## src/rtl/addr_gen_hc_seq.sv

```systemverilog
// H/C read-address sequencer: per timestep row, sweeps every h address once per cell.
// Define ADDR_GEN_HC_REVERSE_EN to honour i_dir (reverse timestep order).
module addr_gen_hc_seq #(
  parameter int ADDR_WIDTH = 12,
  parameter int TIMESTEP   = 7,
  parameter int NUM_CELL   = 53,
  parameter int DELAY      = 3,
  parameter logic [ADDR_WIDTH-1:0] H_BASE = '0,
  parameter logic [ADDR_WIDTH-1:0] C_BASE = '0
) (
  input  logic                  clk,
  input  logic                  rst_n,
  input  logic                  i_start,
  input  logic                  i_en,
  input  logic                  i_dir,
  output logic [ADDR_WIDTH-1:0] o_addr_h,
  output logic [ADDR_WIDTH-1:0] o_addr_c,
  output logic                  o_valid,
  output logic                  o_last,
  output logic                  o_busy,
  output logic                  o_done
);

  localparam int AW = ADDR_WIDTH;
  localparam logic [1:0] S_IDLE  = 2'd0;
  localparam logic [1:0] S_SWEEP = 2'd1;
  localparam logic [1:0] S_GAP   = 2'd2;
  localparam logic [1:0] S_DONE  = 2'd3;

  localparam logic [AW-1:0] NC     = AW'(NUM_CELL);
  localparam logic [AW-1:0] NC_M1  = AW'(NUM_CELL - 1);
  localparam logic [AW-1:0] TS_M1  = AW'(TIMESTEP - 1);
  localparam logic [AW-1:0] GAP_M1 = AW'((DELAY > 0) ? DELAY - 1 : 0);
  localparam logic          LAST0  = (NUM_CELL == 1);

  logic [1:0]    state_q, state_d;
  logic [AW-1:0] k_q, k_d;
  logic [AW-1:0] j_q, j_d;
  logic [AW-1:0] t_q, t_d;
  logic [AW-1:0] r_q, r_d;
  logic [AW-1:0] g_q, g_d;
  logic [AW-1:0] addr_h_q, addr_h_d;
  logic [AW-1:0] addr_c_q, addr_c_d;
  logic          valid_q, valid_d;
  logic          last_q, last_d;
  logic          busy_q, busy_d;
  logic          done_q, done_d;

  logic [AW-1:0] r_st;
  logic [AW-1:0] t_st;
  logic [AW-1:0] t_nx;
  logic [AW-1:0] r_nx;
  logic          sweep_end;

`ifdef ADDR_GEN_HC_REVERSE_EN
  localparam logic [AW-1:0] R_TOP = AW'((TIMESTEP - 1) * NUM_CELL);
  logic dir_q, dir_d;

  always_comb begin
    r_st      = i_dir ? R_TOP : '0;
    t_st      = i_dir ? TS_M1 : '0;
    t_nx      = dir_q ? t_q - AW'(1) : t_q + AW'(1);
    r_nx      = dir_q ? r_q - NC : r_q + NC;
    sweep_end = dir_q ? (t_q == '0) : (t_q == TS_M1);
    dir_d     = dir_q;
    if (i_en && state_q == S_IDLE && i_start) dir_d = i_dir;
  end
`else
  logic unused_dir;
  assign unused_dir = i_dir;

  always_comb begin
    r_st      = '0;
    t_st      = '0;
    t_nx      = t_q + AW'(1);
    r_nx      = r_q + NC;
    sweep_end = (t_q == TS_M1);
  end
`endif

  always_comb begin
    logic adv;
    adv      = 1'b0;
    state_d  = state_q;
    k_d      = k_q;
    j_d      = j_q;
    t_d      = t_q;
    r_d      = r_q;
    g_d      = g_q;
    addr_h_d = addr_h_q;
    addr_c_d = addr_c_q;
    valid_d  = valid_q;
    last_d   = last_q;
    busy_d   = busy_q;
    done_d   = done_q;
    if (i_en) begin
      unique case (state_q)
        S_IDLE: if (i_start) begin
          state_d  = S_SWEEP;
          k_d      = '0;
          j_d      = '0;
          t_d      = t_st;
          r_d      = r_st;
          addr_h_d = H_BASE + r_st;
          addr_c_d = C_BASE + r_st;
          valid_d  = 1'b1;
          last_d   = LAST0;
          busy_d   = 1'b1;
        end
        S_SWEEP: if (k_q != NC_M1) begin
          k_d      = k_q + AW'(1);
          addr_h_d = addr_h_q + AW'(1);
          last_d   = (k_q + AW'(1) == NC_M1);
        end else if (DELAY == 0) begin
          adv = 1'b1;
        end else begin
          state_d = S_GAP;
          g_d     = '0;
          valid_d = 1'b0;
          last_d  = 1'b0;
        end
        S_GAP: if (g_q == GAP_M1) adv = 1'b1;
               else g_d = g_q + AW'(1);
        S_DONE: begin
          state_d = S_IDLE;
          busy_d  = 1'b0;
          done_d  = 1'b0;
        end
        default: state_d = S_IDLE;
      endcase
      // cell finished (after any gap): next cell, next row, or done
      if (adv) begin
        k_d = '0;
        if (j_q != NC_M1) begin
          state_d  = S_SWEEP;
          j_d      = j_q + AW'(1);
          addr_h_d = H_BASE + r_q;
          addr_c_d = C_BASE + r_q + j_q + AW'(1);
          valid_d  = 1'b1;
          last_d   = LAST0;
        end else if (sweep_end) begin
          state_d = S_DONE;
          j_d     = '0;
          valid_d = 1'b0;
          last_d  = 1'b0;
          done_d  = 1'b1;
        end else begin
          state_d  = S_SWEEP;
          j_d      = '0;
          t_d      = t_nx;
          r_d      = r_nx;
          addr_h_d = H_BASE + r_nx;
          addr_c_d = C_BASE + r_nx;
          valid_d  = 1'b1;
          last_d   = LAST0;
        end
      end
    end
  end

  always_ff @(posedge clk or negedge rst_n) begin
    if (!rst_n) begin
      state_q  <= S_IDLE;
      k_q      <= '0;
      j_q      <= '0;
      t_q      <= '0;
      r_q      <= '0;
      g_q      <= '0;
      addr_h_q <= H_BASE;
      addr_c_q <= C_BASE;
      valid_q  <= 1'b0;
      last_q   <= 1'b0;
      busy_q   <= 1'b0;
      done_q   <= 1'b0;
`ifdef ADDR_GEN_HC_REVERSE_EN
      dir_q    <= 1'b0;
`endif
    end else begin
      state_q  <= state_d;
      k_q      <= k_d;
      j_q      <= j_d;
      t_q      <= t_d;
      r_q      <= r_d;
      g_q      <= g_d;
      addr_h_q <= addr_h_d;
      addr_c_q <= addr_c_d;
      valid_q  <= valid_d;
      last_q   <= last_d;
      busy_q   <= busy_d;
      done_q   <= done_d;
`ifdef ADDR_GEN_HC_REVERSE_EN
      dir_q    <= dir_d;
`endif
    end
  end

  assign o_addr_h = addr_h_q;
  assign o_addr_c = addr_c_q;
  assign o_valid  = valid_q;
  assign o_last   = last_q;
  assign o_busy   = busy_q;
  assign o_done   = done_q;

endmodule

```

## config.mk

```make
export PLATFORM = sky130hd
export DESIGN_NAME = addr_gen_hc_seq
export DESIGN_NICKNAME = d
export VERILOG_FILES = /design/src/rtl/addr_gen_hc_seq.sv
export SDC_FILE = /design/constraint.sdc
export NUM_CORES = 1
export LEC_CHECK = 0
export BUFFER_PORTS_ARGS = -buffer_cell sky130_fd_sc_hd__buf_4
export CAP_MARGIN = 30
export CELL_PAD_IN_SITES_DETAIL_PLACEMENT = 1
export CELL_PAD_IN_SITES_GLOBAL_PLACEMENT = 2
export CORE_AREA = 2 2 135 137
export CTS_BUF_LIST = sky130_fd_sc_hd__clkbuf_2 sky130_fd_sc_hd__clkbuf_4 sky130_fd_sc_hd__clkbuf_8
export CTS_CLUSTER_DIAMETER = 60
export DETAILED_ROUTE_END_ITERATION = 8
export DIE_AREA = 0 0 137 139
export PLACE_DENSITY = 0.73
export SLEW_MARGIN = 15
export SYNTH_ARGS = -nofsm -noshare
export SYNTH_HDL_FRONTEND = slang
export SYNTH_SLANG_ARGS = --single-unit
export TNS_END_PERCENT = 30
```

## constraint.sdc

```tcl
create_clock -name clk -period 2.3 [get_ports clk]
set_clock_uncertainty 0.05 [all_clocks]
set_input_delay 0.115 -clock clk [delete_from_list [all_inputs] [get_ports clk]]
set_output_delay 0.115 -clock clk [all_outputs]
set_load 0.005 [all_outputs]
```

==> flow_metrics.tcl <==
set metrics [dict create \
    cp_top_family "simple AND/OR/NAND/NOR gates" \
    min_period_over_period_pct 103 \
    ys_seq_area_share_pct 37.4 \
    fill_cells 2122 \
    synth_edf_count 0 \
    finalHoldViolCount 0 \
    place_congestion 0.891 \
    worst_hold_slack_ps 21.9 \
    crit_top_cell "nand4_4" \
    p_int_mw 2.57 \
    overflow 0 \
    ys_async_sr_fraction_pct 100 \
    diodes 0 \
    p_clk_share_pct 34.8 \
    synth_ff_type "dfrtp_1" \
    max_freq_mhz 424 \
    crit_buf_inv 3 \
    drtIter0Drc 285 \
    yosysTopAreaCellShare_pct 37.4 \
    end_kind "flip-flop" \
    swShare_pct 29.0 \
    ant_nets 0 \
    start_kind "flip-flop" \
    cpMaxStageDelayCell "or3_4" \
    max_cap_viol_count 0 \
    dp_hpwl_microns 17000 \
    die_h_microns 139 \
    cts_buffers 9 \
    grt_pass1_wl_microns 35100 \
    grt_pass1_vias 6514 \
    cp.arrival_ps 2630 \
    ys_types 73 \
    path_cells "inv_1 -> ha_2 -> nor4b_4 -> buf_4 -> nand4_4 -> buf_6 -> a21oi_4 -> nand4_4 -> or3_4 -> a21oi_2" \
    h-tree-depth 3 \
    first_pass_iters 4 \
    power.leakage_nw 3.52 \
    yosysMostFrequentCell "dfrtp_1" \
    p_comb_share_pct 14.4 \
    setup_viol 1 \
    drc_errors 0 \
    cp_slowest_stage_delay_ps 410 \
    ir_drop_v 0.000331 \
    clk_pin_slew_ps 100 \
    postSynthCellCount 716 \
    io_buffers 31 \
    worstSetupPathType "reg2reg" \
    violations "negative setup slack" \
    viasPerCell 5.67 \
    cp.required_ps 2570 \
    final_layout_size_suffix_gt1_share_pct 27.2 \
    cts_buffer_depth 2 \
    start_util_pct 34.1 \
    cts.sinks 90 \
    power_switching_mw 1.05 \
    synth_top_area_cell "dfrtp_1" \
    clk_latency_ps 390 \
    drt_wl_total_microns 22200 \
    synth-seq-cells 90 \
    min_period_ps 2360 \
    boundaryPins 33 \
    grt_max_degree 56 \
    outcome "finished, violations left" \
    syn_avg_cell_area_sq_um 8.41 \
    die_x_microns 137 \
    dp.cells 1068 \
    cellPowerDensity_nw_per_um2 459 \
    tightest_slew_ps 525 \
    tritoncts "done" \
    fin_cells 1097 \
    critPathMaxFanout 7 \
    dieArea_sq_um 19000 \
    clock-root-buffer "clkbuf_8" \
    yosysWarnings 0 \
    rsz0062_at_grt "true" \
    wl_per_cell_microns 20.3 \
    holdCritPathClass "in2reg" \
    area_growth_syn_to_layout_pct 31.0 \
    grt_use_total_pct 23.6 \
    mappedNetlistArea_sq_um 6020 \
    slew_headroom_pct 65.0 \
    fp.coreArea_sq_um 17700 \
    nNetsFinal 891 \
    vias 6221 \
    drv_slew 0 \
    rows 49 \
    grt_antenna_before_repair 0 \
    synth_nets 743 \
    fin_ws_ps -60.0 \
    synth_area_leaders "dfrtp_1 (37%), o21ai_0 (6.7%), nand2_1 (5.3%)" \
    pwr-share-seq_pct 50.8 \
    synth_common_cells "dfrtp_1 (90), nand2_1 (85), o21ai_0 (81), nor2_1 (53), a21oi_1 (47)" \
]
placed cells by master, fill, tap and decap left out, types with 4 or more instances in the layout:
master,instances
buf_6,4
o211ai_1,4
inv_1,15
o22ai_1,8
dfrtp_1,89
a221o_1,5
nor3_1,18
nor2b_1,5
and2_1,7
or3_1,4
o21ai_1,5
o21ai_0,76
ha_1,20
a21o_1,9
nor2_1,52
a21oi_1,42
nor3_2,5
and3_1,11
o31ai_1,5
nand2b_1,9
a31oi_1,20
a21oi_2,6
buf_4,161
clkbuf_8,10
nand2_1,83
o21a_1,5
nand4_1,13
a22o_1,9
nand3_1,36
xor2_1,20
nor4_1,4
xnor2_1,17
power groups by stage:
stage               registers (mW)  logic (mW)  clock network [mW]
detailed placement            1.87       0.525                   0
finish                        1.84       0.522                1.26
floorplan                     1.83       0.260                   0
CTS                           1.84       0.530                1.30
global placement              1.86       0.500                   0
global route                  1.86       0.584                1.36
stage by stage:
| step | util [%] | total power, mW | TNS (ps) | area (sq um) | worst slack (ps) |
|---|---|---|---|---|---|
| after global routing | 44.7 | 3.81 | -955 | 7890 | -143 |
| after CTS | 43.5 | 3.67 | -62.2 | 7680 | -24.2 |
| after floorplan | - | 2.09 | 0 | 6020 | 78.9 |
| after global placement | 41.7 | 2.36 | -269 | 7370 | -44.8 |
| final | 44.7 | 3.62 | -60.0 | 7890 | -60.0 |
| after detailed placement | 41.7 | 2.40 | -1170 | 7370 | -171 |
flip-flops by register name (all words and copies together) (netlist names):
name and cells:
o_valid 1, o_addr_c 12, t_q 12, j_q 12, r_q 12, o_addr_h 12
o_done 1, o_busy 1, k_q 12, o_last 1, state_q 2, g_q 12
cell type report:
cell class,count,area [sq um],share of cell area [%]
inverters,16,60.1,0.761
repair buffers,169,1320,16.8
clock inverters,5,78.8,0.999
multi-input cells,578,3750,47.5
clock buffers,10,138,1.74
well taps,229,287,3.63
flip-flops and latches,90,2250,28.6
path summary, 6_finish.rpt:
check                                        start                 end  slack [ps]  depth (start not counted)
min in group asynchronous                    rst_n  j_q[0]$_DFFE_PN0P_         170                          2
worst max-delay path            g_q[0]$_DFFE_PN0P_  j_q[6]$_DFFE_PN0P_         -60                         10
worst min-delay path                       i_start  o_busy$_DFFE_PN0P_          20                          3
worst min register to register  o_last$_DFFE_PN0P_  o_last$_DFFE_PN0P_         460                          2
max in group asynchronous                    rst_n  o_done$_DFFE_PN0P_        1340                          3
worst max register to register  g_q[0]$_DFFE_PN0P_  j_q[6]$_DFFE_PN0P_         -60                         10
worst reg2reg max path, stage by stage, from the launching register on:
cell and delay, ps:
dfrtp_1 390, inv_1 70, ha_2 160, nor4b_4 190
buf_4 200, nand4_4 150, buf_6 180, a21oi_4 160
nand4_4 160, or3_4 420, a21oi_2 150
cells by family after synthesis:
family | Yosys count | share of synthesized area (%)
simple gates | 291 | 25.6
mux | 1 | 0.166
flops | 90 | 37.4
fa+ha+maj | 22 | 4.70
compound gates | 227 | 23.4
buf+inv | 48 | 3.32
xor+xnor | 37 | 5.38
per-layer routing:
| metal | routed length, microns | GRT usage (%) | vias up |
|---|---|---|---|
| met5 | 0 | 0 | - |
| met4 | 454 | 8.03 | 0 |
| met3 | 676 | 2.67 | 26 |
| met2 | 11500 | 41.0 | 98 |
| met1 | 9610 | 30.2 | 3156 |
| li1 | - | - | 2941 |
timing repair:
item                       4_1_cts  5_1_grt
buffers inserted                 5        8
setup endpoints to repair       41       61
hold endpoints to repair        35        0
pin swaps                        6       13
hold buffers                     1        0
gates resized for setup         14       36
No activity file was read; power rests on OpenSTA's default activity.
